$ cat config.mk
export PLATFORM = sky130hd
export DESIGN_NAME = axis_arb_mux_5_to_1
export DESIGN_NICKNAME = d
export VERILOG_FILES = /design/src/rtl/axis_arb_mux_5_to_1.sv
export SDC_FILE = /design/constraint.sdc
export NUM_CORES = 1
export LEC_CHECK = 0
export ABC_AREA = 1
export CAP_MARGIN = 0
export CORE_AREA = 2 2 318 320
export CTS_CLUSTER_DIAMETER = 120
export DETAILED_ROUTE_END_ITERATION = 16
export DIE_AREA = 0 0 320 322
export PLACE_DENSITY = 0.32
export SYNTH_ARGS = -nofsm -noshare
export SYNTH_HDL_FRONTEND = slang
export SYNTH_SLANG_ARGS = --single-unit
$ cat constraint.sdc
create_clock -name clk -period 4.85 [get_ports clk]
set_clock_uncertainty 0.1 [all_clocks]
set_input_delay 0.7275 -clock clk [delete_from_list [all_inputs] [get_ports clk]]
set_output_delay 0.7275 -clock clk [all_outputs]
set_load 0.03 [all_outputs]
$ cat src/rtl/axis_arb_mux_5_to_1.sv
// Five-source AXI-Stream round-robin merge with bounded bursts and a registered output stage.
// Optional AXIS_MUX_SRC_TAG_EN: output tdest carries the source port index (1..5) instead.
module axis_arb_mux_5_to_1 #(
    parameter int unsigned DATA_WIDTH = 128,
    parameter int unsigned DEST_WIDTH = 4,
    parameter int unsigned ID_WIDTH   = 2,
    parameter int unsigned MAX_BURST  = 4
) (
    input  logic                  clk,
    input  logic                  rst,
    input  logic [DATA_WIDTH-1:0] axis_in_1_tdata,
    input  logic                  axis_in_1_tvalid,
    input  logic [DEST_WIDTH-1:0] axis_in_1_tdest,
    input  logic [ID_WIDTH-1:0]   axis_in_1_tid,
    output logic                  axis_in_1_tready,
    input  logic [DATA_WIDTH-1:0] axis_in_2_tdata,
    input  logic                  axis_in_2_tvalid,
    input  logic [DEST_WIDTH-1:0] axis_in_2_tdest,
    input  logic [ID_WIDTH-1:0]   axis_in_2_tid,
    output logic                  axis_in_2_tready,
    input  logic [DATA_WIDTH-1:0] axis_in_3_tdata,
    input  logic                  axis_in_3_tvalid,
    input  logic [DEST_WIDTH-1:0] axis_in_3_tdest,
    input  logic [ID_WIDTH-1:0]   axis_in_3_tid,
    output logic                  axis_in_3_tready,
    input  logic [DATA_WIDTH-1:0] axis_in_4_tdata,
    input  logic                  axis_in_4_tvalid,
    input  logic [DEST_WIDTH-1:0] axis_in_4_tdest,
    input  logic [ID_WIDTH-1:0]   axis_in_4_tid,
    output logic                  axis_in_4_tready,
    input  logic [DATA_WIDTH-1:0] axis_in_5_tdata,
    input  logic                  axis_in_5_tvalid,
    input  logic [DEST_WIDTH-1:0] axis_in_5_tdest,
    input  logic [ID_WIDTH-1:0]   axis_in_5_tid,
    output logic                  axis_in_5_tready,
    output logic [DATA_WIDTH-1:0] axis_out_0_tdata,
    output logic                  axis_out_0_tvalid,
    output logic [DEST_WIDTH-1:0] axis_out_0_tdest,
    output logic [ID_WIDTH-1:0]   axis_out_0_tid,
    input  logic                  axis_out_0_tready
);

    localparam int unsigned     CntW    = $clog2(MAX_BURST + 1);
    localparam logic [CntW-1:0] CntLast = CntW'(MAX_BURST - 1);

    typedef enum logic [0:0] {StIdle, StGrant} state_e;

    // Ports 1..5 are held internally as indices 0..4.
    logic [4:0]            in_valid;
    logic [4:0]            in_ready;
    logic [DATA_WIDTH-1:0] in_data [5];
    logic [DEST_WIDTH-1:0] in_dest [5];
    logic [ID_WIDTH-1:0]   in_id   [5];

    assign in_valid = {axis_in_5_tvalid, axis_in_4_tvalid, axis_in_3_tvalid,
                       axis_in_2_tvalid, axis_in_1_tvalid};
    assign in_data[0] = axis_in_1_tdata;
    assign in_data[1] = axis_in_2_tdata;
    assign in_data[2] = axis_in_3_tdata;
    assign in_data[3] = axis_in_4_tdata;
    assign in_data[4] = axis_in_5_tdata;
    assign in_dest[0] = axis_in_1_tdest;
    assign in_dest[1] = axis_in_2_tdest;
    assign in_dest[2] = axis_in_3_tdest;
    assign in_dest[3] = axis_in_4_tdest;
    assign in_dest[4] = axis_in_5_tdest;
    assign in_id[0]   = axis_in_1_tid;
    assign in_id[1]   = axis_in_2_tid;
    assign in_id[2]   = axis_in_3_tid;
    assign in_id[3]   = axis_in_4_tid;
    assign in_id[4]   = axis_in_5_tid;

    assign axis_in_1_tready = in_ready[0];
    assign axis_in_2_tready = in_ready[1];
    assign axis_in_3_tready = in_ready[2];
    assign axis_in_4_tready = in_ready[3];
    assign axis_in_5_tready = in_ready[4];

    state_e                state_q, state_d;
    logic [2:0]            grant_q, grant_d;
    logic [2:0]            last_q, last_d;
    logic [CntW-1:0]       cnt_q, cnt_d;
    logic                  out_valid_q, out_valid_d;
    logic [DATA_WIDTH-1:0] out_data_q, out_data_d;
    logic [DEST_WIDTH-1:0] out_dest_q, out_dest_d;
    logic [ID_WIDTH-1:0]   out_id_q, out_id_d;

    logic       out_free;
    logic       xfer;
    logic       found;
    logic [2:0] pick;
    logic [2:0] cand;

    function automatic logic [2:0] wrap_inc(input logic [2:0] v);
        return (v == 3'd4) ? 3'd0 : v + 3'd1;
    endfunction

    // Round-robin scan starting just after the last grantee.
    always_comb begin
        found = 1'b0;
        pick  = 3'd0;
        cand  = wrap_inc(last_q);
        for (int i = 0; i < 5; i++) begin
            if (!found && in_valid[cand]) begin
                found = 1'b1;
                pick  = cand;
            end
            cand = wrap_inc(cand);
        end
    end

    assign out_free = !out_valid_q || axis_out_0_tready;

    always_comb begin
        state_d  = state_q;
        grant_d  = grant_q;
        last_d   = last_q;
        cnt_d    = cnt_q;
        in_ready = '0;
        xfer     = 1'b0;
        unique case (state_q)
            StIdle: begin
                if (found) begin
                    state_d = StGrant;
                    grant_d = pick;
                    cnt_d   = '0;
                end
            end
            StGrant: begin
                in_ready[grant_q] = out_free;
                // A stalled output freezes the grant even if the source drops valid.
                if (out_free) begin
                    if (in_valid[grant_q]) begin
                        xfer = 1'b1;
                        if (cnt_q == CntLast) begin
                            state_d = StIdle;
                            last_d  = grant_q;
                            cnt_d   = '0;
                        end else begin
                            cnt_d = cnt_q + CntW'(1);
                        end
                    end else begin
                        state_d = StIdle;
                        last_d  = grant_q;
                        cnt_d   = '0;
                    end
                end
            end
        endcase
    end

    always_comb begin
        out_valid_d = out_valid_q;
        out_data_d  = out_data_q;
        out_dest_d  = out_dest_q;
        out_id_d    = out_id_q;
        if (xfer) begin
            out_valid_d = 1'b1;
            out_data_d  = in_data[grant_q];
            out_id_d    = in_id[grant_q];
`ifdef AXIS_MUX_SRC_TAG_EN
            out_dest_d  = DEST_WIDTH'(grant_q + 3'd1);
`else
            out_dest_d  = in_dest[grant_q];
`endif
        end else if (axis_out_0_tready) begin
            out_valid_d = 1'b0;
        end
    end

    always_ff @(posedge clk) begin
        if (rst) begin
            state_q     <= StIdle;
            grant_q     <= 3'd0;
            last_q      <= 3'd4;
            cnt_q       <= '0;
            out_valid_q <= 1'b0;
            out_data_q  <= '0;
            out_dest_q  <= '0;
            out_id_q    <= '0;
        end else begin
            state_q     <= state_d;
            grant_q     <= grant_d;
            last_q      <= last_d;
            cnt_q       <= cnt_d;
            out_valid_q <= out_valid_d;
            out_data_q  <= out_data_d;
            out_dest_q  <= out_dest_d;
            out_id_q    <= out_id_d;
        end
    end

    assign axis_out_0_tvalid = out_valid_q;
    assign axis_out_0_tdata  = out_data_q;
    assign axis_out_0_tdest  = out_dest_q;
    assign axis_out_0_tid    = out_id_q;

endmodule

==> impl_results.md <==
* Setup bufs post-CTS at 0
* Core Region at 99600 sq um
* Row count at 116
* Main synth FF type: dfxtp_1
* Cell with the largest stage delay on the worst path: dfxtp_1
* Unrepaired setup endpoints after global routing: no
* Routed len/inst at 21.2 microns
* Top delay family on crit path: simple AND/OR/NAND/NOR gates
* Worst EP required at 5.16 ns
* Total power at 11.1 mW
* Share of the synthesized area in the top cell type at 28.1%
* Largest area contributor in the netlist: dfxtp_1
* TritonCTS clock tree: yes
* First-pass GRT wire length at 112000 microns
* Crit path depth at 26
* Peak supply drop at 0.000436 V
* Final setup violation count at 0
* Die X at 320 microns
* Max Cap Viol at 0
* Overall Global Routing Usage at 14.8%
* Vias per cell at 4.01
* CP startpoint: last_q[0]
* Clock sink count at 145
* Via count at 15000
* Post-cts resize count at 0
* CTS Buf Count at 17
* Worst setup SP type: flip-flop
* Syn_area_per_cell at 6.03 sq um
* Most common cell in the netlist: nor2_1
* Sequential area share after synthesis at 28.1%
* Setup CP Type: flip-flop to flip-flop
* Pwr Density at 547 nW/um^2
* Clk pin slew, worst setup/hold paths at 0.08 ns
* Hold Fails Final Rpt at 0
* Synth area leaders: dfxtp_1 28%, nor2_1 21%, o21ai_0 20%
* Simple-Gate Fraction of Synth Area at 31.1%
* Crit path DAT at 4.17 ns
* CP endpoint kind: flip-flop
* Synthesized cell area at 10300 sq um
* CP peak stage delay at 0.48 ns
* Yosys warns at 0
* Status: completed
* Worst reg2reg endpoint: cnt_q[1]
* Worst hold path class: flip-flop to flip-flop
* Hold_buf cts at 0
* Most frequent CP cell: nand2_2
* WL final at 79200 microns
* First DRT Iteration DRCs at 821
* Worst-case reg-to-reg path depth at 26
* Initial antenna violation count at 14
* Die Area at 103000 sq um
* Initial Util at 10.4%
* Post-Synthesis Cells at 1713
* Max H-tree Level at 4
* Synthesized Nets at 2400
* GRT overflow at 0
* # DRC at 0
* Detail Route Antenna Nets at 0
* Area share of fa/ha/maj cells after synthesis at 1.09%
* Slew HR at 29.0%
* Die height at 322 microns
* Crit path capture: cnt_q[1]
* Worst-skew pair later-pin latency at 0.52 ns
* Worst slew pin tran at 1.06 ns
* Minimum clock period at 3.86 ns
* Post-synthesis mux area share at 0%
* Buffers on Ports at 817
* R2r startpoint: last_q[0]
* Max Clk Rate at 259 MHz
* Vias in the first global route at 15600
* Largest net degree at the start of global routing at 227
* Register-to-register setup slack at 0.99 ns
* Post-synth EDFFs at 0
* Leakage at 7.10 nW
* CP max FO at 9
* Distinct cells, synth at 36
* Area grow syn2layout at 97.0%
* Placed wire-length estimate at 59000 microns
* CTS Root Cell: clkbuf_16
* Period utilisation layout at 79.6%
* Post-synth ARST share at 0%
* Final Max Slew Viols at 0
* I/O pins at 818
* Fillers at 11300
* Nets at 3104
* Synth Register Bits at 145
* Drt first pass iters at 5
* Post-synthesis xor/xnor area fraction at 0.0847%
* Layout cells sized above 1 at 3.62%
* Largest family of logic cells by synthesized area: compound AO/OA/AOI/OAI gates
* CP Buf/Inv Count at 4
* Synth Area in Compound Gates at 32.5%
* Routability-driven placement congestion ratio at 0.857
* Commonest cells post-synth: 567 x nor2_1, 416 x o21ai_0, 171 x nand2_1, 145 x dfxtp_1, 134 x a41oi_1
* Setup TNS at 0 ns
* Clock Tree Buf Depth at 2
## through the flow
step,setup slack [ns],hold slack (ns),utilization [%],std cells,cell area (sq um)
2_1_floorplan,1.45,0.315,-,1713,10300
3_3_place_gp,1.12,0.334,19.9,3696,19800
3_5_place_dp,1.07,0.340,19.9,3696,19800
4_1_cts,1.04,0.352,20.4,3727,20300
5_1_grt,0.576,0.388,20.5,3733,20400
6_report,0.990,0.345,20.5,3734,20400
## metal layers
metal | global-route usage, % | vias up | part of all wire, %
li1 | - | 7291 | -
met1 | 16.9 | 7077 | 40
met2 | 26.7 | 533 | 52
met3 | 4.07 | 69 | 6.6
met4 | 4.53 | 12 | 1.7
met5 | 0 | - | 0.11
## cells in the final DEF, fill, tap and decap left out, types with 5 or more instances in the layout
master	synthesis	final
diode_2	0	7
nor2_1	567	567
inv_1	34	30
clkdlybuf4s50_1	0	817
inv_2	6	5
nand2_2	10	10
a41oi_1	134	134
a21oi_1	11	11
nand3_2	5	5
ha_1	9	9
buf_12	0	5
buf_4	1	11
clkbuf_16	0	17
o21ai_0	416	416
nand3_1	23	23
nand2_4	6	6
nand2_1	171	171
clkinv_2	0	5
dfxtp_1	145	144
## cell type report
type	count	area (sq um)	area share, %
repair buffers	833	8360	41.0
multi-input cells	1378	6710	32.9
flip-flops and latches	145	2910	14.3
well taps	1298	1620	7.97
clock buffers	20	447	2.19
inverters	42	188	0.921
clock inverters	11	116	0.571
diodes	7	17.5	0.0860
## where the power goes
part	switching, mW	leakage (nW)	internal (mW)	total, mW
clock	0.685	0.271	0.763	1.45
combinational	5.02	5.64	2.68	7.69
sequential	0.311	1.19	1.68	1.99
## registers in the layout, indices dropped and copies added, names as in the netlist
register           flops
last_q                 3
cnt_q                  3
axis_out_0_tvalid      1
axis_out_0_tid         2
grant_q                3
state_q                1
axis_out_0_tdata     128
axis_out_0_tdest       4
## worst min path at each step
stage               startpoint  endpoint  slack [ns]  cells past startpoint
CTS                   cnt_q[2]  cnt_q[2]        0.35                      2
global route          cnt_q[2]  cnt_q[2]        0.39                      2
floorplan             cnt_q[2]  cnt_q[2]        0.31                      2
global placement      cnt_q[2]  cnt_q[2]        0.33                      2
detailed placement    cnt_q[2]  cnt_q[2]        0.34                      2
finish                cnt_q[2]  cnt_q[2]        0.35                      2
## worst register-to-register path, delay by kind of cell, from the launching register on
kind / cells / cell delay (ns)
adder cells (fa/ha/maj): 3 / 0.83
buffers and inverters: 4 / 0.35
flip-flops: 1 / 0.48
AND/OR/NAND/NOR: 19 / 1.98
## cell families after synthesis
family,Yosys count
adders and majority gates,9
DFF,145
buffers and inverters,190
and+or+nand+nor,800
xor gates and xnor gates,1
AOI/OAI and AO/OA,568
No activity file was read; power rests on OpenSTA's default activity.
